File: src/rtl/proc_pkg.sv
// proc_pkg: shared widths, beat field offsets, FSM states and row-table reset constants
package proc_pkg;
  localparam int COORD_W = 11;
  localparam int MAX_EDGES = 30;
  localparam int CNT_W = 5;
  localparam int HDR_FLAG = 31;
  localparam int FID_LSB = 23;
  localparam int CNT_LSB = 18;
  localparam int ROW_BASE = 120;
  localparam int ROW_STEP = 80;
  typedef enum logic [1:0] {IDLE, HDR, DATA} state_t;
  function automatic logic [31:0] beat(input logic hdr, input logic [7:0] fid,
                                       input logic [CNT_W-1:0] cnt, input logic [COORD_W-1:0] v);
    beat = '0;
    beat[HDR_FLAG] = hdr;
    beat[FID_LSB +: 8] = fid;
    beat[CNT_LSB +: CNT_W] = cnt;
    beat[COORD_W-1:0] = v;
  endfunction
endpackage

File: src/rtl/edge_row_table.sv
// edge_row_table: programmable row table, entry i resets to 120 + 80*i
//   clk/reset: clock, async active-high reset
//   i_we/i_widx/i_wdata: write port; i_ridx/o_rdata: combinational read port
module edge_row_table #(
  parameter int NUM_ROWS = 4,
  parameter int COORD_W = proc_pkg::COORD_W,
  localparam int IDX_W = $clog2(NUM_ROWS)
) (
  input  logic               clk,
  input  logic               reset,
  input  logic               i_we,
  input  logic [IDX_W-1:0]   i_widx,
  input  logic [COORD_W-1:0] i_wdata,
  input  logic [IDX_W-1:0]   i_ridx,
  output logic [COORD_W-1:0] o_rdata
);
  import proc_pkg::*;
  logic [COORD_W-1:0] r_tab [NUM_ROWS];
  always_ff @(posedge clk or posedge reset)
    if (reset) for (int i = 0; i < NUM_ROWS; i++) r_tab[i] <= COORD_W'(ROW_BASE + ROW_STEP * i);
    else if (i_we) r_tab[i_widx] <= i_wdata;
  assign o_rdata = r_tab[i_ridx];
endmodule

File: src/rtl/edge_scan_scheduler.sv
// edge_scan_scheduler: steps the measured row per frame and streams the previous frame's edge list
//   sop/enable: frame start and scheduler on/off; measured_list: packed edge x positions
//   cfg_we/cfg_idx/cfg_row/cfg_num_rows: row-table programming and active entry count
//   edge_row: row to measure; out_valid/out_ready/out_data/out_last: report stream
//   drop_cnt: saturating overrun count; frame_id: captured frame count
module edge_scan_scheduler #(
  parameter int NUM_ROWS = 4,
  parameter int MAX_EDGES = proc_pkg::MAX_EDGES,
  parameter int COORD_W = proc_pkg::COORD_W,
  localparam int IDX_W = $clog2(NUM_ROWS)
) (
  input  logic                         clk,
  input  logic                         reset,
  input  logic                         sop,
  input  logic [MAX_EDGES*COORD_W-1:0] measured_list,
  input  logic                         enable,
  input  logic                         cfg_we,
  input  logic [IDX_W-1:0]             cfg_idx,
  input  logic [COORD_W-1:0]           cfg_row,
  input  logic [IDX_W:0]               cfg_num_rows,
  output logic [COORD_W-1:0]           edge_row,
  output logic                         out_valid,
  input  logic                         out_ready,
  output logic [31:0]                  out_data,
  output logic                         out_last,
  output logic [7:0]                   drop_cnt,
  output logic [7:0]                   frame_id
);
  import proc_pkg::*;
  state_t             r_state;
  logic [IDX_W-1:0]   r_ptr;
  logic               r_armed;
  logic [COORD_W-1:0] r_list [MAX_EDGES];
  logic [CNT_W-1:0]   r_cnt, r_idx, w_cnt;
  logic [IDX_W:0]     w_num;
  logic [IDX_W-1:0]   w_ptr_nxt;
  logic [COORD_W-1:0] w_row;
  logic               w_zero, w_adv, w_cap, w_drop, w_hs;
  always_comb begin
    w_num = cfg_num_rows == '0 ? (IDX_W+1)'(1) :
            cfg_num_rows > (IDX_W+1)'(NUM_ROWS) ? (IDX_W+1)'(NUM_ROWS) : cfg_num_rows;
    w_ptr_nxt = ({1'b0, r_ptr} + (IDX_W+1)'(1) >= w_num) ? '0 : r_ptr + IDX_W'(1);
    // count stops at the first zero entry; later entries are stale
    w_cnt = '0;
    w_zero = 1'b0;
    for (int k = 0; k < MAX_EDGES; k++) begin
      w_zero = w_zero | (measured_list[k*COORD_W +: COORD_W] == '0);
      w_cnt = w_cnt + CNT_W'(!w_zero);
    end
    w_adv = sop & enable;
    w_cap = w_adv & r_armed & (r_state == IDLE);
    w_drop = w_adv & r_armed & (r_state != IDLE);
    w_hs = out_valid & out_ready;
  end
  // table read uses the pre-write value, so a same-cycle write lands on the next visit
  edge_row_table #(.NUM_ROWS(NUM_ROWS), .COORD_W(COORD_W)) u_tab (
    .clk(clk), .reset(reset), .i_we(cfg_we), .i_widx(cfg_idx), .i_wdata(cfg_row),
    .i_ridx(w_ptr_nxt), .o_rdata(w_row)
  );
  always_ff @(posedge clk or posedge reset)
    if (reset) begin
      r_state <= IDLE;
      r_ptr <= '0;
      r_armed <= 1'b0;
      r_cnt <= '0;
      r_idx <= '0;
      for (int k = 0; k < MAX_EDGES; k++) r_list[k] <= '0;
      edge_row <= COORD_W'(ROW_BASE);
      out_valid <= 1'b0;
      out_data <= '0;
      out_last <= 1'b0;
      drop_cnt <= '0;
      frame_id <= '0;
    end else begin
      if (w_adv) begin
        r_ptr <= w_ptr_nxt;
        edge_row <= w_row;
      end
      // first sop after reset or enable rising has no measured row behind it
      r_armed <= enable & (r_armed | sop);
      if (w_drop && drop_cnt != 8'hff) drop_cnt <= drop_cnt + 8'd1;
      if (r_state == IDLE) begin
        if (w_cap) begin
          for (int k = 0; k < MAX_EDGES; k++) r_list[k] <= measured_list[k*COORD_W +: COORD_W];
          r_cnt <= w_cnt;
          r_idx <= '0;
          frame_id <= frame_id + 8'd1;
          out_valid <= 1'b1;
          out_last <= w_cnt == '0;
          out_data <= beat(1'b1, frame_id + 8'd1, w_cnt, edge_row);
          r_state <= HDR;
        end
      end else if (w_hs) begin
        if (out_last) begin
          r_state <= IDLE;
          out_valid <= 1'b0;
          out_last <= 1'b0;
          out_data <= '0;
        end else begin
          r_state <= DATA;
          out_data <= beat(1'b0, 8'd0, r_idx, r_list[r_idx]);
          out_last <= r_idx == r_cnt - CNT_W'(1);
          r_idx <= r_idx + CNT_W'(1);
        end
      end
    end
endmodule

File: config.mk
export PLATFORM = sky130hd
export DESIGN_NAME = edge_scan_scheduler
export DESIGN_NICKNAME = d
export VERILOG_FILES = /design/src/rtl/proc_pkg.sv /design/src/rtl/edge_row_table.sv /design/src/rtl/edge_scan_scheduler.sv
export SDC_FILE = /design/constraint.sdc
export NUM_CORES = 1
export LEC_CHECK = 0
export BUFFER_PORTS_ARGS = -buffer_cell sky130_fd_sc_hd__buf_2
export CAP_MARGIN = 5
export CORE_ASPECT_RATIO = 1.4
export CORE_MARGIN = 3
export CORE_UTILIZATION = 60
export DETAILED_ROUTE_END_ITERATION = 16
export PLACE_DENSITY = 0.95
export SETUP_SLACK_MARGIN = 0.3
export SLEW_MARGIN = 15
export SYNTH_ARGS = -nofsm -noshare
export SYNTH_HDL_FRONTEND = slang
export SYNTH_SLANG_ARGS = --single-unit
File: constraint.sdc
create_clock -name clk -period 26.4 [get_ports clk]
set_clock_uncertainty 0.2 [all_clocks]
set_input_delay 1.32 -clock clk [delete_from_list [all_inputs] [get_ports clk]]
set_output_delay 1.32 -clock clk [all_outputs]
set_load 0.05 [all_outputs]
==> impl_results.md <==
- Setup TNS Final: 0 ps
- Root Driver: clkbuf_16
- CP Data Arrival Time: approximately 8200 ps
- Synthesis Warnings: 0
- Post-CTS setup buffer count: 0
- Post-DP HPWL: 50700 um
- Hold path start: r_list[301]$_DFFE_PP0P_
- PnR worst setup slack: 18510 ps
- Final Hold Viols: 0
- CTS tree: yes
- Hold Path Stages: 2
- Num CTS Buffers: 43
- Register Area: roughly 0.011 mm2
- RSZ-0062 raised after global routing: false
- Final Total Pwr: around 2.9 mW
- Max VDD drop: 79.9 uV
- First-pass DRT Iterations: 6
- Reg2reg setup slack: 22680 ps
- Vias: 19700
- Leak: about 13 nW
- # DRC: 0
- Initial antenna violation count: 3
- Clock buffer depth: 3
- Post-Place Worst Slack: 18010 ps
- Min-delay worst type: reg2reg
- CP Max Fanout: 11
- EDFF count, synth: 0
- Critical R2R Launch: r_ptr[0]$_DFFE_PP0P_
- PwrDens: roughly 110 mW/mm2
- DR iter-0 viols: approximately 2600
- First-pass GRT wire length: approximately 110000 um
- Hold endpoint: r_list[301]$_DFFE_PP0P_
- Placer Congestion: about 0.94
- Cells after Synth: approximately 2400
- Worst setup SP type: input pin
- Critical path class: in2reg
- Total die area: ~0.039 mm2
- CP required: roughly 27000 ps
- Worst-skew pair later-pin latency: slightly below 600 ps
- Cell variety after synth: 60
- Worst r2r dst: edge_row[2]$_DFFE_PP0P_
- Die W: about 170 um
- Slew @ Worst Pin: ~1100 ps
- Post-Layout Cell Count: 3180
- Fraction of registers with async set/reset: 100%
- Max-Slew Margin vs Limit: 23.2%
- Final Slew Violations: 0
- Largest net degree at the start of global routing: between 200 and 250
- PortBufs: about 400
- Synth top area share: between 40% and 50%
- R2R cell count: 6
- Number of synthesized register bits: ~440
- Post-synth top flop: dfrtp_1
- Hold_buf cts: 0
- Period utilisation layout: 29.9%
- Die Span Y: 231 um
- Register area share after synthesis: 50.9%
- Reg clk slew, reported paths: around 60 ps
- Post-Syn Area: around 0.022 mm2
- Routed length per instance: 22.1 um
- ANT nets after route: 0
- Inst Count DP: around 3100
- Final setup fails: 0
- Core Box Area: 0.0354 mm2
- Total grt overflow: 0
- Max-cap viol count: 0
- Worst Setup End Kind: flop
- Main area contributors after synthesis: dfrtp_1 (49%), nand2_1 (18%), mux4_2 (4.6%)
- Outcome: finished, final reports clean
- Layout cell share with drive strength beyond 1: 22.9%
- Starting density of the core: between 60% and 70%
- Nets: ~3100
- Fin crit period: between 7000 and 8000 ps
- Drt via density: between 6 and 7
- Io pins: ~410
- Post-synth top area cell: dfrtp_1
- Post-cts sizing count: 0
- Total GRT Usage: 35.6%
- Drt total wl: about 70000 um
- # H-tree levels: 2
- Area Growth Syn to Fin: 16.9%
- Worst-case hold slack: 271 ps
- Standard-cell rows: 81
- Mean post-synth cell area: roughly 9 um2
- Max Clk Rate: ~0.13 GHz
- Filler cell count: roughly 2400
- Vias in the first global route: roughly 20000
- CTS sink count: about 440
- Multi-input logic area: approximately 0.010 mm2
[power breakdown]
group / internal (mW) / switching, mW
sequential: 0.988 / 0.222
combinational: 0.377 / 0.614
clock: 0.384 / 0.272
total: 1.75 / 1.11
[layout by cell type, fill, tap and decap left out, drive strengths merged, types with 20 or more instances in the layout]
cell,instances
mux2i,80
xnor2,22
o22ai,22
buf,420
inv,35
dfrtp,424
fa,21
nor2,48
mux2,56
nor3,34
o21ai,37
mux4,44
a21oi,20
clkbuf,59
nor4,63
a221oi,24
nand3,75
nand2,1058
[routing by layer]
layer | routed length, um | GRT usage (%) | up-vias
met5 | 11 | 0 | -
met4 | 5190 | 22.1 | 2
met3 | 6250 | 6.42 | 323
met2 | 34900 | 60.7 | 1322
met1 | 23800 | 41.9 | 9496
li1 | - | - | 8541
[cells by family (layout without fill, tap and decap cells)]
group           count (synthesis)  after routing  synth area share (%)
fa+ha+maj                      37             37                  2.85
xor+xnor                       33             33                  1.33
other cells                     1              9                0.0172
flops                         442            442                  50.9
simple gates                 1334           1334                  25.2
mux                           180            180                  11.1
buf+inv                       175            531                  3.47
compound gates                158            158                  5.05
[cell usage after synthesis, types with 11 or more instances]
cell / number
o22ai_1: 22
mux4_2: 44
a221oi_1: 23
nand4_1: 15
dfrtp_1: 424
buf_2: 33
dfstp_2: 18
nor2_1: 47
inv_1: 34
nor4_1: 63
nand3_1: 75
fa_1: 21
mux2i_1: 80
mux2_2: 56
clkbuf_1: 83
buf_4: 15
nand2_1: 1058
o31ai_1: 12
a22oi_1: 11
a21oi_1: 20
and3_1: 15
xor2_1: 11
nor3_1: 33
xnor2_1: 22
o21ai_0: 36
ha_1: 16
[worst max-delay path: stages]
cell and delay [ps]:
buf_2 140, nor4_1 60, nand3_1 140, and4_1 390
nand4_1 390, or4_1 660, fa_1 510, fa_1 520
fa_1 520, fa_1 510, fa_1 530, inv_1 60
fa_1 470, ha_1 250, fa_1 470, a21o_1 190
a21oi_1 210, xnor2_1 150, or4_1 490, a31oi_1 170
[stage by stage]
step	util (%)	area [um2]
CTS	71.9	25400
global placement	67.6	23900
global route	71.9	25400
floorplan	-	21800
detailed placement	67.6	23900
finish	71.9	25400
[registers in the layout, indices dropped and copies added (netlist names)]
name         cells
drop_cnt         8
edge_row        11
frame_id         8
out_data        24
out_last         1
out_valid        1
r_armed          1
r_cnt            5
r_idx            5
r_list         330
r_ptr            2
r_state          2
u_tab.r_tab     44
[how the worst max path moves through the flow]
stage	from	endpoint	slack [ps]
final	measured_list[10]	out_last$_DFFE_PP0P_	18510
after global routing	measured_list[89]	out_last$_DFFE_PP0P_	18220
after detailed placement	measured_list[10]	out_last$_DFFE_PP0P_	18010
after global placement	measured_list[10]	out_last$_DFFE_PP0P_	18190
after floorplan	reset	drop_cnt[0]$_DFFE_PP0P_	12590
after CTS	measured_list[10]	out_last$_DFFE_PP0P_	18600
[final cells by class]
| class | instances | share of cell area (%) |
|---|---|---|
| sequential | 442 | 43.6 |
| multi-input combinational | 1749 | 39.2 |
| timing repair buffer | 420 | 8.51 |
| clock buffer | 59 | 4.78 |
| tap | 456 | 2.24 |
| clock inverter | 18 | 1.12 |
| inverter | 34 | 0.531 |
| antenna | 2 | 0.0197 |
No activity file was read; power rests on OpenSTA's default activity.
